File: src/rtl/uart_pingpong_engine_if.sv
// UART-side handshake bundle for the ping-pong engine: transmit write port and receive strobe port.
interface uart_pingpong_engine_if #(
   parameter int unsigned DATA_WIDTH = 8
);

   logic [DATA_WIDTH-1:0] TX_DATA;
   logic                  TX_WE;
   logic                  TX_READY;
   logic [DATA_WIDTH-1:0] RX_DATA;
   logic                  RX_EN;

   // Engine side drives the transmitter and consumes the receiver.
   modport master (
      output TX_DATA,
      output TX_WE,
      input  TX_READY,
      input  RX_DATA,
      input  RX_EN
   );

   // UART side accepts transmit words and delivers received words.
   modport slave (
      input  TX_DATA,
      input  TX_WE,
      output TX_READY,
      output RX_DATA,
      output RX_EN
   );

endinterface

File: src/rtl/uart_pingpong_engine.sv
// Ping-pong traffic engine for one end of a UART link. Sends an incrementing word sequence,
// checks every echo from the peer, detects receive timeouts and reports pass/fail.
module uart_pingpong_engine #(
   parameter int unsigned           DATA_WIDTH = 8,
   parameter int unsigned           ROLE       = 0,
   parameter logic [DATA_WIDTH-1:0] START_VAL  = DATA_WIDTH'(8'h61),
   parameter int unsigned           NUM_XFER   = 16,
   parameter int unsigned           TIMEOUT    = 100000
) (
   input  logic                   CLK,
   input  logic                   RST,
   input  logic                   START,
   uart_pingpong_engine_if.master uart,
   output logic                   BUSY,
   output logic                   DONE,
   output logic                   PASS,
   output logic                   TIMED_OUT,
   output logic [15:0]            ERR_CNT,
   output logic [15:0]            XFER_CNT
);

   localparam logic [1:0] ST_IDLE    = 2'd0;
   localparam logic [1:0] ST_SEND    = 2'd1;
   localparam logic [1:0] ST_WAIT_RX = 2'd2;
   localparam logic [1:0] ST_DONE    = 2'd3;

   localparam logic [DATA_WIDTH-1:0] ONE        = DATA_WIDTH'(1);
   localparam logic [15:0]           NUM_XFER_W = 16'(NUM_XFER);
   // Wraps when TIMEOUT is 0, but the compare is gated off in that case.
   localparam logic [31:0]           TIMER_LAST = 32'(TIMEOUT - 1);
   localparam bit                    IS_RESP    = (ROLE == 1);

   logic [1:0]            state_q, state_d;
   logic [DATA_WIDTH-1:0] pending_q, pending_d;
   logic [DATA_WIDTH-1:0] last_sent_q, last_sent_d;
   logic [DATA_WIDTH-1:0] expected_q, expected_d;
   logic [31:0]           timer_q, timer_d;
   logic                  tx_we_q, tx_we_d;
   logic                  done_q, done_d;
   logic                  pass_q, pass_d;
   logic                  timed_out_q, timed_out_d;
   logic [15:0]           err_cnt_q, err_cnt_d;
   logic [15:0]           xfer_cnt_q, xfer_cnt_d;

   logic [15:0]           err_inc;
   logic [15:0]           xfer_inc;

   assign err_inc  = (err_cnt_q == 16'hFFFF) ? err_cnt_q : err_cnt_q + 16'd1;
   assign xfer_inc = xfer_cnt_q + 16'd1;

   // Next-state logic: protocol sequencing, echo checking and timeout.
   always_comb begin
      state_d     = state_q;
      pending_d   = pending_q;
      last_sent_d = last_sent_q;
      expected_d  = expected_q;
      timer_d     = timer_q;
      tx_we_d     = 1'b0;
      timed_out_d = timed_out_q;
      err_cnt_d   = err_cnt_q;
      xfer_cnt_d  = xfer_cnt_q;

      unique case (state_q)
         ST_IDLE: begin
            if (START) begin
               if (IS_RESP) begin
                  expected_d = START_VAL;
                  timer_d    = '0;
                  state_d    = ST_WAIT_RX;
               end else begin
                  pending_d = START_VAL;
                  state_d   = ST_SEND;
               end
            end
         end

         ST_SEND: begin
            // A word arriving while we still owe a transmit is an overrun; it is dropped.
            if (uart.RX_EN) begin
               err_cnt_d = err_inc;
            end
            if (uart.TX_READY) begin
               tx_we_d     = 1'b1;
               last_sent_d = pending_q;
               xfer_cnt_d  = xfer_inc;
               expected_d  = pending_q + ONE;
               if (IS_RESP && (xfer_inc == NUM_XFER_W)) begin
                  state_d = ST_DONE;
               end else begin
                  timer_d = '0;
                  state_d = ST_WAIT_RX;
               end
            end
         end

         ST_WAIT_RX: begin
            if (uart.RX_EN) begin
               if (uart.RX_DATA != expected_q) begin
                  err_cnt_d = err_inc;
               end
               // The reply is always built from the received word, so a mismatch resyncs.
               if (!IS_RESP && (xfer_cnt_q == NUM_XFER_W)) begin
                  state_d = ST_DONE;
               end else begin
                  pending_d = uart.RX_DATA + ONE;
                  state_d   = ST_SEND;
               end
            end else if ((TIMEOUT != 0) && (timer_q == TIMER_LAST)) begin
               timed_out_d = 1'b1;
               state_d     = ST_DONE;
            end else begin
               timer_d = timer_q + 32'd1;
            end
         end

         default: begin
            state_d = ST_DONE;
         end
      endcase

      done_d = (state_d == ST_DONE);
      pass_d = done_d && (err_cnt_d == 16'd0) && !timed_out_d;
   end

   // State and registered outputs, synchronous reset.
   always_ff @(posedge CLK) begin
      if (RST) begin
         state_q     <= ST_IDLE;
         pending_q   <= '0;
         last_sent_q <= '0;
         expected_q  <= START_VAL;
         timer_q     <= '0;
         tx_we_q     <= 1'b0;
         done_q      <= 1'b0;
         pass_q      <= 1'b0;
         timed_out_q <= 1'b0;
         err_cnt_q   <= '0;
         xfer_cnt_q  <= '0;
      end else begin
         state_q     <= state_d;
         pending_q   <= pending_d;
         last_sent_q <= last_sent_d;
         expected_q  <= expected_d;
         timer_q     <= timer_d;
         tx_we_q     <= tx_we_d;
         done_q      <= done_d;
         pass_q      <= pass_d;
         timed_out_q <= timed_out_d;
         err_cnt_q   <= err_cnt_d;
         xfer_cnt_q  <= xfer_cnt_d;
      end
   end

   // TX_DATA holds the last transmitted word, which is exactly last_sent.
   assign uart.TX_DATA = last_sent_q;
   assign uart.TX_WE   = tx_we_q;
   assign BUSY         = (state_q == ST_SEND) || (state_q == ST_WAIT_RX);
   assign DONE         = done_q;
   assign PASS         = pass_q;
   assign TIMED_OUT    = timed_out_q;
   assign ERR_CNT      = err_cnt_q;
   assign XFER_CNT     = xfer_cnt_q;

endmodule

File: src/flat_wrapper.sv
// flat-port wrapper written by rule: the top's interface ports become plain ports
module uart_pingpong_engine_flat 
#(
   parameter int unsigned           DATA_WIDTH = 8,
   parameter int unsigned           ROLE       = 0,
   parameter logic [DATA_WIDTH-1:0] START_VAL  = DATA_WIDTH'(8'h61),
   parameter int unsigned           NUM_XFER   = 16,
   parameter int unsigned           TIMEOUT    = 100000
)
  (CLK, RST, START, BUSY, DONE, PASS, TIMED_OUT, ERR_CNT, XFER_CNT, uart_TX_DATA, uart_TX_WE, uart_TX_READY, uart_RX_DATA, uart_RX_EN);
  uart_pingpong_engine_if #(.DATA_WIDTH(DATA_WIDTH)) uart_i ();
  input  logic CLK;
  input  logic RST;
  input  logic START;
  output logic BUSY;
  output logic DONE;
  output logic PASS;
  output logic TIMED_OUT;
  output logic [15:0] ERR_CNT;
  output logic [15:0] XFER_CNT;
  output wire logic [$bits(uart_i.TX_DATA)-1:0] uart_TX_DATA;
  output wire logic [$bits(uart_i.TX_WE)-1:0] uart_TX_WE;
  input wire logic [$bits(uart_i.TX_READY)-1:0] uart_TX_READY;
  input wire logic [$bits(uart_i.RX_DATA)-1:0] uart_RX_DATA;
  input wire logic [$bits(uart_i.RX_EN)-1:0] uart_RX_EN;
  assign uart_TX_DATA = uart_i.TX_DATA;
  assign uart_TX_WE = uart_i.TX_WE;
  assign uart_i.TX_READY = uart_TX_READY;
  assign uart_i.RX_DATA = uart_RX_DATA;
  assign uart_i.RX_EN = uart_RX_EN;
  uart_pingpong_engine #(.DATA_WIDTH(DATA_WIDTH), .ROLE(ROLE), .START_VAL(START_VAL), .NUM_XFER(NUM_XFER), .TIMEOUT(TIMEOUT)) u_core (.CLK(CLK), .RST(RST), .START(START), .uart(uart_i), .BUSY(BUSY), .DONE(DONE), .PASS(PASS), .TIMED_OUT(TIMED_OUT), .ERR_CNT(ERR_CNT), .XFER_CNT(XFER_CNT));
endmodule
File: config.mk
export PLATFORM = sky130hd
export DESIGN_NAME = uart_pingpong_engine_flat
export DESIGN_NICKNAME = d
export VERILOG_FILES = /design/src/rtl/uart_pingpong_engine_if.sv /design/src/rtl/uart_pingpong_engine.sv /design/src/flat_wrapper.sv
export SDC_FILE = /design/constraint.sdc
export NUM_CORES = 1
export LEC_CHECK = 0
export ABC_AREA = 1
export BUFFER_PORTS_ARGS = -buffer_cell sky130_fd_sc_hd__buf_2
export CELL_PAD_IN_SITES_DETAIL_PLACEMENT = 1
export CELL_PAD_IN_SITES_GLOBAL_PLACEMENT = 1
export CORE_UTILIZATION = 42
export DETAILED_ROUTE_END_ITERATION = 10
export HOLD_SLACK_MARGIN = 0.1
export PLACE_DENSITY_LB_ADDON = 0.12
export SETUP_SLACK_MARGIN = 0.4
export SYNTH_ARGS = -nofsm -noshare
export SYNTH_HDL_FRONTEND = slang
export SYNTH_SLANG_ARGS = --single-unit
File: constraint.sdc
create_clock -name CLK -period 2.12 [get_ports CLK]
set_input_delay 0.424 -clock CLK [delete_from_list [all_inputs] [get_ports CLK]]
set_output_delay 0.424 -clock CLK [all_outputs]
set_load 0.02 [all_outputs]
==> run summary, run 1 <==
status = completed
Worst slew margin = 0.635
cts hold-fix bufs = 0
fin. max-slew vios = 0
port bufs = 57
Peak VDD IR = 0.000415 V
Post-synth EDFFs = 0
global route overflow = 0
n_diodes = 0
kind of critical path = register to register
Layout area overhead = 41.2%
Worst Skew = 0.0134 ns
met2 Usage GRT = 0.548
syn nets = 1,025
setup ws final = 0.0446 ns
Seq/Total Area, Yosys = 0.306
die width = 123 um
unrepaired setup endpoints after global routing = true
WP buf/inv = 2
area occupied by multi-input gates = 0.00451 sq mm
Crit. path cell count = 13
routed wire length = 28,400 um
async set-or-reset flop fraction in the synthesized netlist = 0
R2R depth = 13
CTS tree = yes
GRT met1 Usage = 0.354
# DRC = 0
first-pass GRT wire length = 35,700 um
initial core utilization = 0.436
critical-path maximum fanout = 3
FF+latch count, synth = 94
largest net degree at the start of global routing = 44
vias in the first global route = 7,310
Slew @ Worst Pin = 0.546 ns
drt first pass iters = 5
post-synthesis cell type count = 41
gpl congestion = 0.908
DRT antenna net count = 0
Syn. warnings = 0
launching point of the worst reg2reg path = u_core.ERR_CNT[1]
GRT Resource Usage Total = 0.303
Crit. End Element = register
Int Pwr = 0.00363 W
Syn Inst Count = 1,002
Pwr Density = 696 mW/mm^2
die height = 123 um
Rows = 43
area of the die = 0.0151 sq mm
dominant synthesized flop cell = dfxtp_1
Skew-Pair Late Insertion Delay = 0.37 ns
NetSw = 0.00242 W
CP Launch Type = register
syn_area_per_cell = 6.14 sq um
drt wl/cell = 21.5 um
Hold Path Class = input pin to register
initial antenna violation count = 0
Num CTS Buffers = 9
vias after detailed routing = 7,741
Ports = 58
Leak = 3.86 nW
Layout Nets = 1,158
met3 Use GR = 0.0438
Clock Power Share = 0.300
Worst setup startpoint = u_core.ERR_CNT[1]
Tcrit/Tclk final = 0.979
CP cell instances = ha_4 > buf_4 > buf_4 > xor2_1 > nor2_1 > nand3_1 > nand3_1 > nand2_1 > nand2_1 > nand2_1 > nor2_2 > nand3_1 > nor2_1
Clock Root Buffer = clkbuf_16
combinational power share = 0.359
Crit-path slowest cell = dfxtp_4
dpl ws = 0.0312 ns
max incr delay on CP = 0.36 ns
Setup Viol. Count Final = 0
min-delay src = uart_RX_DATA[0]
maxcap violations = 0
total power = 0.00605 W
f_max = 482 MHz
Max clock buf depth = 2
Flop pwr share = 0.341
Worst-path clk slew = 0.08 ns
DR vias/cell = 5.86
Setup TNS = 0 ns
Clock Sinks = 94
Switching Share = 0.400
DRT iter0 DRCs = 650
Top delay family on crit path = simple AND/OR/NAND/NOR gates
Critical Path AT = 2.38 ns
Hold Path Depth = 2
post-detail-place hpwl = 14,800 um
post-synthesis cell area = 0.00615 sq mm
gr busiest metal = met2
share of layout cells above drive strength 1 = 0.364
final hold violation count = 0
# fillers = 1,829
min Tclk post-route = 2.08 ns
core box area = 0.0141 sq mm
Crit path required time = 2.42 ns
H-tree depth = 3
utilization after layout = 0.616
area of all sequential standard cells = 0.00196 sq mm
timing repair:
action                     4_1_cts  5_1_grt
resized for setup              126      184
setup endpoints to repair       58       66
pin swaps                       36       64
gates cloned                     2        2
buffers inserted                33       18
hold endpoints to repair         0        0
worst paths after layout:
kind / endpoint / slack (ns)
setup / recovery: u_core.PASS / 0.04
hold reg to reg: u_core.uart.TX_DATA[0] / 0.47
setup reg to reg: u_core.PASS / 0.04
hold / removal: u_core.pending_q[0] / 0.28
flip-flops by register name, indices dropped and copies added, names as in the netlist:
signal	count
u_core.pending_q	8
u_core.state_q	2
u_core.expected_q	8
u_core.ERR_CNT	16
u_core.PASS	1
u_core.XFER_CNT	16
u_core.uart.TX_WE	1
u_core.TIMED_OUT	1
u_core.DONE	1
u_core.timer_q	32
u_core.uart.TX_DATA	8
stage by stage:
stage	instance area, sq um	std cells	hold WS (ns)
3_3_place_gp	6900	1249	0.454
5_1_grt	8680	1320	0.299
6_report	8680	1320	0.283
3_5_place_dp	6900	1249	0.460
4_1_cts	7880	1300	0.285
2_1_floorplan	6220	1002	0.444
per-layer routing:
metal / part of all wire / routed length (um)
met3: 0.051 / 1450
met1: 0.40 / 11200
met5: 0 / 0
met2: 0.51 / 14500
met4: 0.043 / 1210
kinds of logic (layout without fill, tap and decap cells):
family,Yosys count,after routing,share of synthesized area
compound gates,152,152,0.129
xor+xnor,23,23,0.0327
fa+ha+maj,10,10,0.0203
buf+inv,156,293,0.102
flops,94,94,0.306
simple gates,567,568,0.410
worst reg2reg max path, cell delays in order, from the launching register on:
cell and delay, ns:
dfxtp_4 0.36, ha_4 0.17, buf_4 0.13, buf_4 0.14, xor2_1 0.16, nor2_1 0.20, nand3_1 0.12, nand3_1 0.11
nand2_1 0.06, nand2_1 0.10, nand2_1 0.07, nor2_2 0.17, nand3_1 0.10, nor2_1 0.10
final cells by class:
| cell class | instances | area share |
|---|---|---|
| timing repair buffer | 154 | 0.136 |
| sequential | 94 | 0.225 |
| inverter | 123 | 0.0572 |
| clock buffer | 10 | 0.0275 |
| multi-input combinational | 753 | 0.519 |
| tap | 180 | 0.0259 |
| clock inverter | 6 | 0.00864 |
power by group through the flow:
stage               registers, W  logic, W  clock network, W
detailed placement       0.00208   0.00153                 0
floorplan                0.00214  0.000952                 0
global placement         0.00207   0.00151                 0
finish                   0.00206   0.00217           0.00181
global route             0.00208   0.00230           0.00188
CTS                      0.00205   0.00176           0.00181
cells in the mapped netlist, types with 2 or more instances:
library cell / n / area, sq um
nand2_1: 270 / 1010
buf_4: 2 / 15.0
nand2_4: 2 / 22.5
nor3_1: 24 / 120
o211a_1: 2 / 20.0
nor2_2: 8 / 50.1
nand2_2: 11 / 68.8
a211oi_1: 2 / 15.0
o21ai_0: 40 / 200
xnor2_1: 6 / 52.6
xor2_1: 17 / 149
dfxtp_1: 94 / 1880
ha_1: 10 / 125
o211ai_1: 2 / 15.0
a21oi_1: 98 / 490
nor3b_1: 2 / 15.0
nor3_2: 2 / 20.0
nor4_1: 6 / 37.5
inv_1: 110 / 413
a31oi_1: 4 / 25.0
nand4_1: 26 / 163
buf_2: 12 / 60.1
nor2_1: 133 / 499
nand3_1: 69 / 345
clkbuf_1: 17 / 63.8
inv_2: 11 / 41.3
clkinv_1: 2 / 7.51
nand3_2: 7 / 70.1
placed cells by master, fill, tap and decap left out, types with 26 or more instances in the layout:
master	synthesis	final
nand2_1	270	223
nor2_1	133	105
inv_1	110	97
buf_4	2	70
a21oi_1	98	66
dfxtp_1	94	57
nand3_1	69	56
buf_2	12	56
nand2_2	11	35
a21oi_2	0	29
nand4_1	26	26
dfxtp_2	0	26
(Power assumes the default switching activity.)
==> run 2, diff against run 1 <==
Settings changed: ABC_AREA 1 to not set, CORE_UTILIZATION 42 to 44.
==> run 2 against run 1 <==
Against the previous run:
- the run now fails in clock tree synthesis
- area after synthesis decreased by 19%
- synthesized cell count down 39%
==> run summary, run 2 <==
status = did not finish
Last stage = clock tree synthesis
First Err = [ERROR DPL-0033] detailed placement checks failed during check placement.
synth top area cells = dfxtp_1 (38%), xor2_1 (6.7%), nor2_1 (6.4%)
most numerous cell in the Yosys netlist = dfxtp_1
post-synthesis cell area = 0.00496 sq mm
Syn Inst Count = 610
post-detail-place hpwl = 14,100 um
port bufs = 57
Simple-Gate Fraction of Synth Area = 0.305
FF+latch count, synth = 94
cts hold-fix bufs = 0
post-synthesis cell type count = 61
die height = 108 um
Seq/Total Area, Yosys = 0.380
CTS resizes = 126
Post-synth EDFFs = 0
multiplexer share of the synthesized area = 0.00429
die width = 108 um
Rows = 38
initial core utilization = 0.455
post-CTS setup buffers = 39
main combinational cell family by area after synthesis = simple AND/OR/NAND/NOR gates
Synth Area in Compound Gates = 0.140
dominant synthesized flop cell = dfxtp_1
Clock Root Buffer = clkbuf_8
gpl congestion = 0.900
Ports = 58
Num CTS Buffers = 9
placed cells = 937
Synth top area share = 0.380
async set-or-reset flop fraction in the synthesized netlist = 0
post-synth top area cell = dfxtp_1
xor/xnor share of the synthesized area = 0.110
Max clock buf depth = 2
synth cell count leaders = dfxtp_1 (94), nor2_1 (84), nand2_1 (68)
Post-Synth Adder-Cell Area = 0.0252
syn_area_per_cell = 8.12 sq um
H-tree depth = 3
syn nets = 633
Clock Sinks = 94
Syn. warnings = 0
## run 2: cell count changes after synthesis, moves of 11 or more
cell,change
nand2_1,-202
inv_1,-96
a21oi_1,-66
nor2_1,-49
nand3_1,-34
o21ai_0,-25
xor2_1,+21
and3_1,+19
xnor2_1,+18
nor3_1,-14
and2_1,+11
inv_2,-11
nand2_2,-11
## run 2: logic make-up after synthesis
kind of cell	count (synthesis)
and+or+nand+nor	297
AOI/OAI and AO/OA	103
DFF	94
xor gates and xnor gates	62
buffers and inverters	42
adders and majority gates	10
muxes	2
## run 2: stage by stage
stage	setup TNS, ns	utilization	area (sq um)	setup WS, ns	hold WS, ns
after global placement	-1.08	0.627	6830	-0.399	0.442
after floorplan	-0.278	-	5370	-0.278	0.449
after detailed placement	-2.78	0.627	6830	-0.526	0.452
==> run 3, diff against run 2 <==
Settings changed: CELL_PAD_IN_SITES_DETAIL_PLACEMENT 1 to not set, CELL_PAD_IN_SITES_GLOBAL_PLACEMENT 1 to not set, CORE_UTILIZATION 44 to 40, HOLD_SLACK_MARGIN 0.1 to not set, PLACE_DENSITY_LB_ADDON 0.12 to 0.15, SETUP_SLACK_MARGIN 0.4 to not set.
==> run 3 against run 2 <==
Against the previous run:
- the flow now finishes, with violations (negative setup slack)
- synthesized cell count unchanged
- area after synthesis unchanged
==> run summary, run 3 <==
Rows = 40
Hold Path Class = input pin to register
initial antenna violation count = 1
Post-synth EDFFs = 0
Skew-Pair Late Insertion Delay = 0.37 ns
die width = 113 um
area of all sequential standard cells = 0.00193 sq mm
syn nets = 633
critical-path maximum fanout = 4
failing checks = negative setup slack
Layout area overhead = 54.7%
fin. max-slew vios = 0
Clock Root Buffer = clkbuf_16
Ports = 58
drt wl/cell = 15.4 um
min-delay src = RST
launching point of the worst reg2reg path = u_core.ERR_CNT[0]
Critical Path AT = 2.79 ns
synth top area cells = dfxtp_1 (38%), xor2_1 (6.7%), nor2_1 (6.4%)
vias after detailed routing = 5,292
setup ws final = -0.365 ns
vias in the first global route = 5,210
Top reg by flops = u_core.timer_q
Max clock buf depth = 2
Clock Sinks = 94
synth cell count leaders = dfxtp_1 (94), nor2_1 (84), nand2_1 (68)
Seq/Total Area, Yosys = 0.380
Hold Path Depth = 2
Leak = 3.22 nW
Crit-path slowest cell = or4_1
Pwr Density = 594 mW/mm^2
die height = 113 um
gpl congestion = 0.958
final hold violation count = 0
Tcrit/Tclk final = 1.17
Syn. warnings = 0
CP cell instances = buf_4 > nand2_1 > nor3_2 > o21a_1 > a21boi_0 > a221oi_2 > nand4bb_1 > or4_1 > nor3_2
met3 Use GR = 0.0520
syn_area_per_cell = 8.12 sq um
Worst Hold Path EP = u_core.state_q[1]
port bufs = 57
commonest non-fill, non-tap cell in the layout = buf_4
post-detail-place hpwl = 11,400 um
maxcap violations = 0
CP most frequent cell = nor3_2
R2R depth = 9
largest net degree at the start of global routing = 52
GRT Resource Usage Total = 0.249
met2 Usage GRT = 0.407
min Tclk post-route = 2.49 ns
max incr delay on CP = 0.53 ns
f_max = 402 MHz
most numerous cell in the Yosys netlist = dfxtp_1
Critical R2R Capture = u_core.PASS
Slew @ Worst Pin = 0.577 ns
H-tree depth = 3
fin area = 0.00767 sq mm
# DRC = 0
DRT iter0 DRCs = 285
Num CTS Buffers = 9
GRT met1 Usage = 0.317
fin cells = 1,012
post-synth top area cell = dfxtp_1
# fillers = 1,052
FF+latch count, synth = 94
Reg2Reg Setup Slack = -0.37 ns
share of layout cells above drive strength 1 = 0.437
Peak VDD IR = 0.000542 V
async set-or-reset flop fraction in the synthesized netlist = 0
initial core utilization = 0.411
Crit path required time = 2.42 ns
dominant synthesized flop cell = dfxtp_1
most frequent cells in the layout = buf_4 (168), nor2_1 (77), dfxtp_1 (71)
Setup Viol. Count Final = 4
Synth top area share = 0.380
routed wire length = 15,600 um
post-synthesis cell type count = 61
post-synthesis cell area = 0.00496 sq mm
Worst slew margin = 0.615
Placed Area = 0.00675 sq mm
Largest register FFs = 32
area occupied by multi-input gates = 0.00339 sq mm
placed cells = 980
DRT antenna net count = 0
drt first pass iters = 5
Layout Nets = 861
kind of critical path = register to register
status = complete, but fails checks
DR vias/cell = 5.23
dpl ws = -0.493 ns
cts hold-fix bufs = 0
CP Launch Type = register
Worst Skew = 0.0115 ns
core box area = 0.0121 sq mm
Crit. End Element = register
area of the die = 0.0128 sq mm
first-pass GRT wire length = 24,900 um
Worst-path clk slew = 0.08 ns
gr busiest metal = met2
global route overflow = 0
CTS tree = yes
unrepaired setup endpoints after global routing = true
Syn Inst Count = 610
-- run 3: cell counts after synthesis --
No cell type changed its count.
-- run 3: worst max path at each step --
stage / start / endpoint / slack, ns / depth (start not counted)
after floorplan: u_core.ERR_CNT[1] / u_core.PASS / -0.28 / 9
after global placement: uart_RX_DATA[5] / u_core.PASS / -0.43 / 9
after detailed placement: uart_RX_DATA[2] / u_core.PASS / -0.49 / 9
after CTS: u_core.state_q[0] / u_core.PASS / -0.28 / 10
after global routing: u_core.ERR_CNT[0] / u_core.PASS / -0.44 / 9
final: u_core.ERR_CNT[0] / u_core.PASS / -0.37 / 9
-- run 3: logic make-up after synthesis --
logic type	count (synthesis)	synth area share
AO/OA/AOI/OAI	103	0.140
adder cells (fa/ha/maj)	10	0.0252
buffers and inverters	42	0.0361
flip-flops	94	0.380
AND/OR/NAND/NOR	297	0.305
XOR/XNOR	62	0.110
multiplexers	2	0.00429
-- run 3: layer usage --
layer  vias up  wire length, um
met4         0              353
li1       2629                -
met3        26              752
met5         -                0
met1      2514             7180
met2       123             7340
-- run 3: where the power goes --
part	internal [W]	total [W]	leakage, nW	switching, W
clock	0.000823	0.00163	0.141	0.000811
sequential	0.00181	0.00186	0.772	0.0000476
combinational	0.000502	0.00106	2.31	0.000559
-- run 3: final cells by class --
cell class,instances,area share
clock inverters,7,0.00881
clock buffers,9,0.0294
inverters,14,0.00783
repair buffers,245,0.233
well taps,168,0.0274
multi-input cells,474,0.442
diodes,1,0.000326
flip-flops and latches,94,0.252
-- run 3: worst max-delay path, delay by kind of cell (launching register included) --
kind                   cells  cell delay (ns)
AND/OR/NAND/NOR            5             1.21
AO/OA/AOI/OAI              3             0.71
flip-flops                 1             0.36
buffers and inverters      1             0.14
-- run 3: through the flow --
step / utilization / hold WS [ns] / TNS, ns / total power, W
floorplan: - / 0.449 / -0.278 / 0.00237
global placement: 0.559 / 0.443 / -2.85 / 0.00281
detailed placement: 0.559 / 0.447 / -3.32 / 0.00282
CTS: 0.604 / 0.284 / -0.349 / 0.00449
global route: 0.635 / 0.316 / -1.49 / 0.00473
finish: 0.636 / 0.305 / -0.521 / 0.00456
-- run 3: repair_timing --
item / in CTS / in global routing
cloned: 0 / 0
endpoints found under the setup margin: 31 / 40
resized for setup: 38 / 81
pin swaps: 15 / 38
buffers inserted: 9 / 7
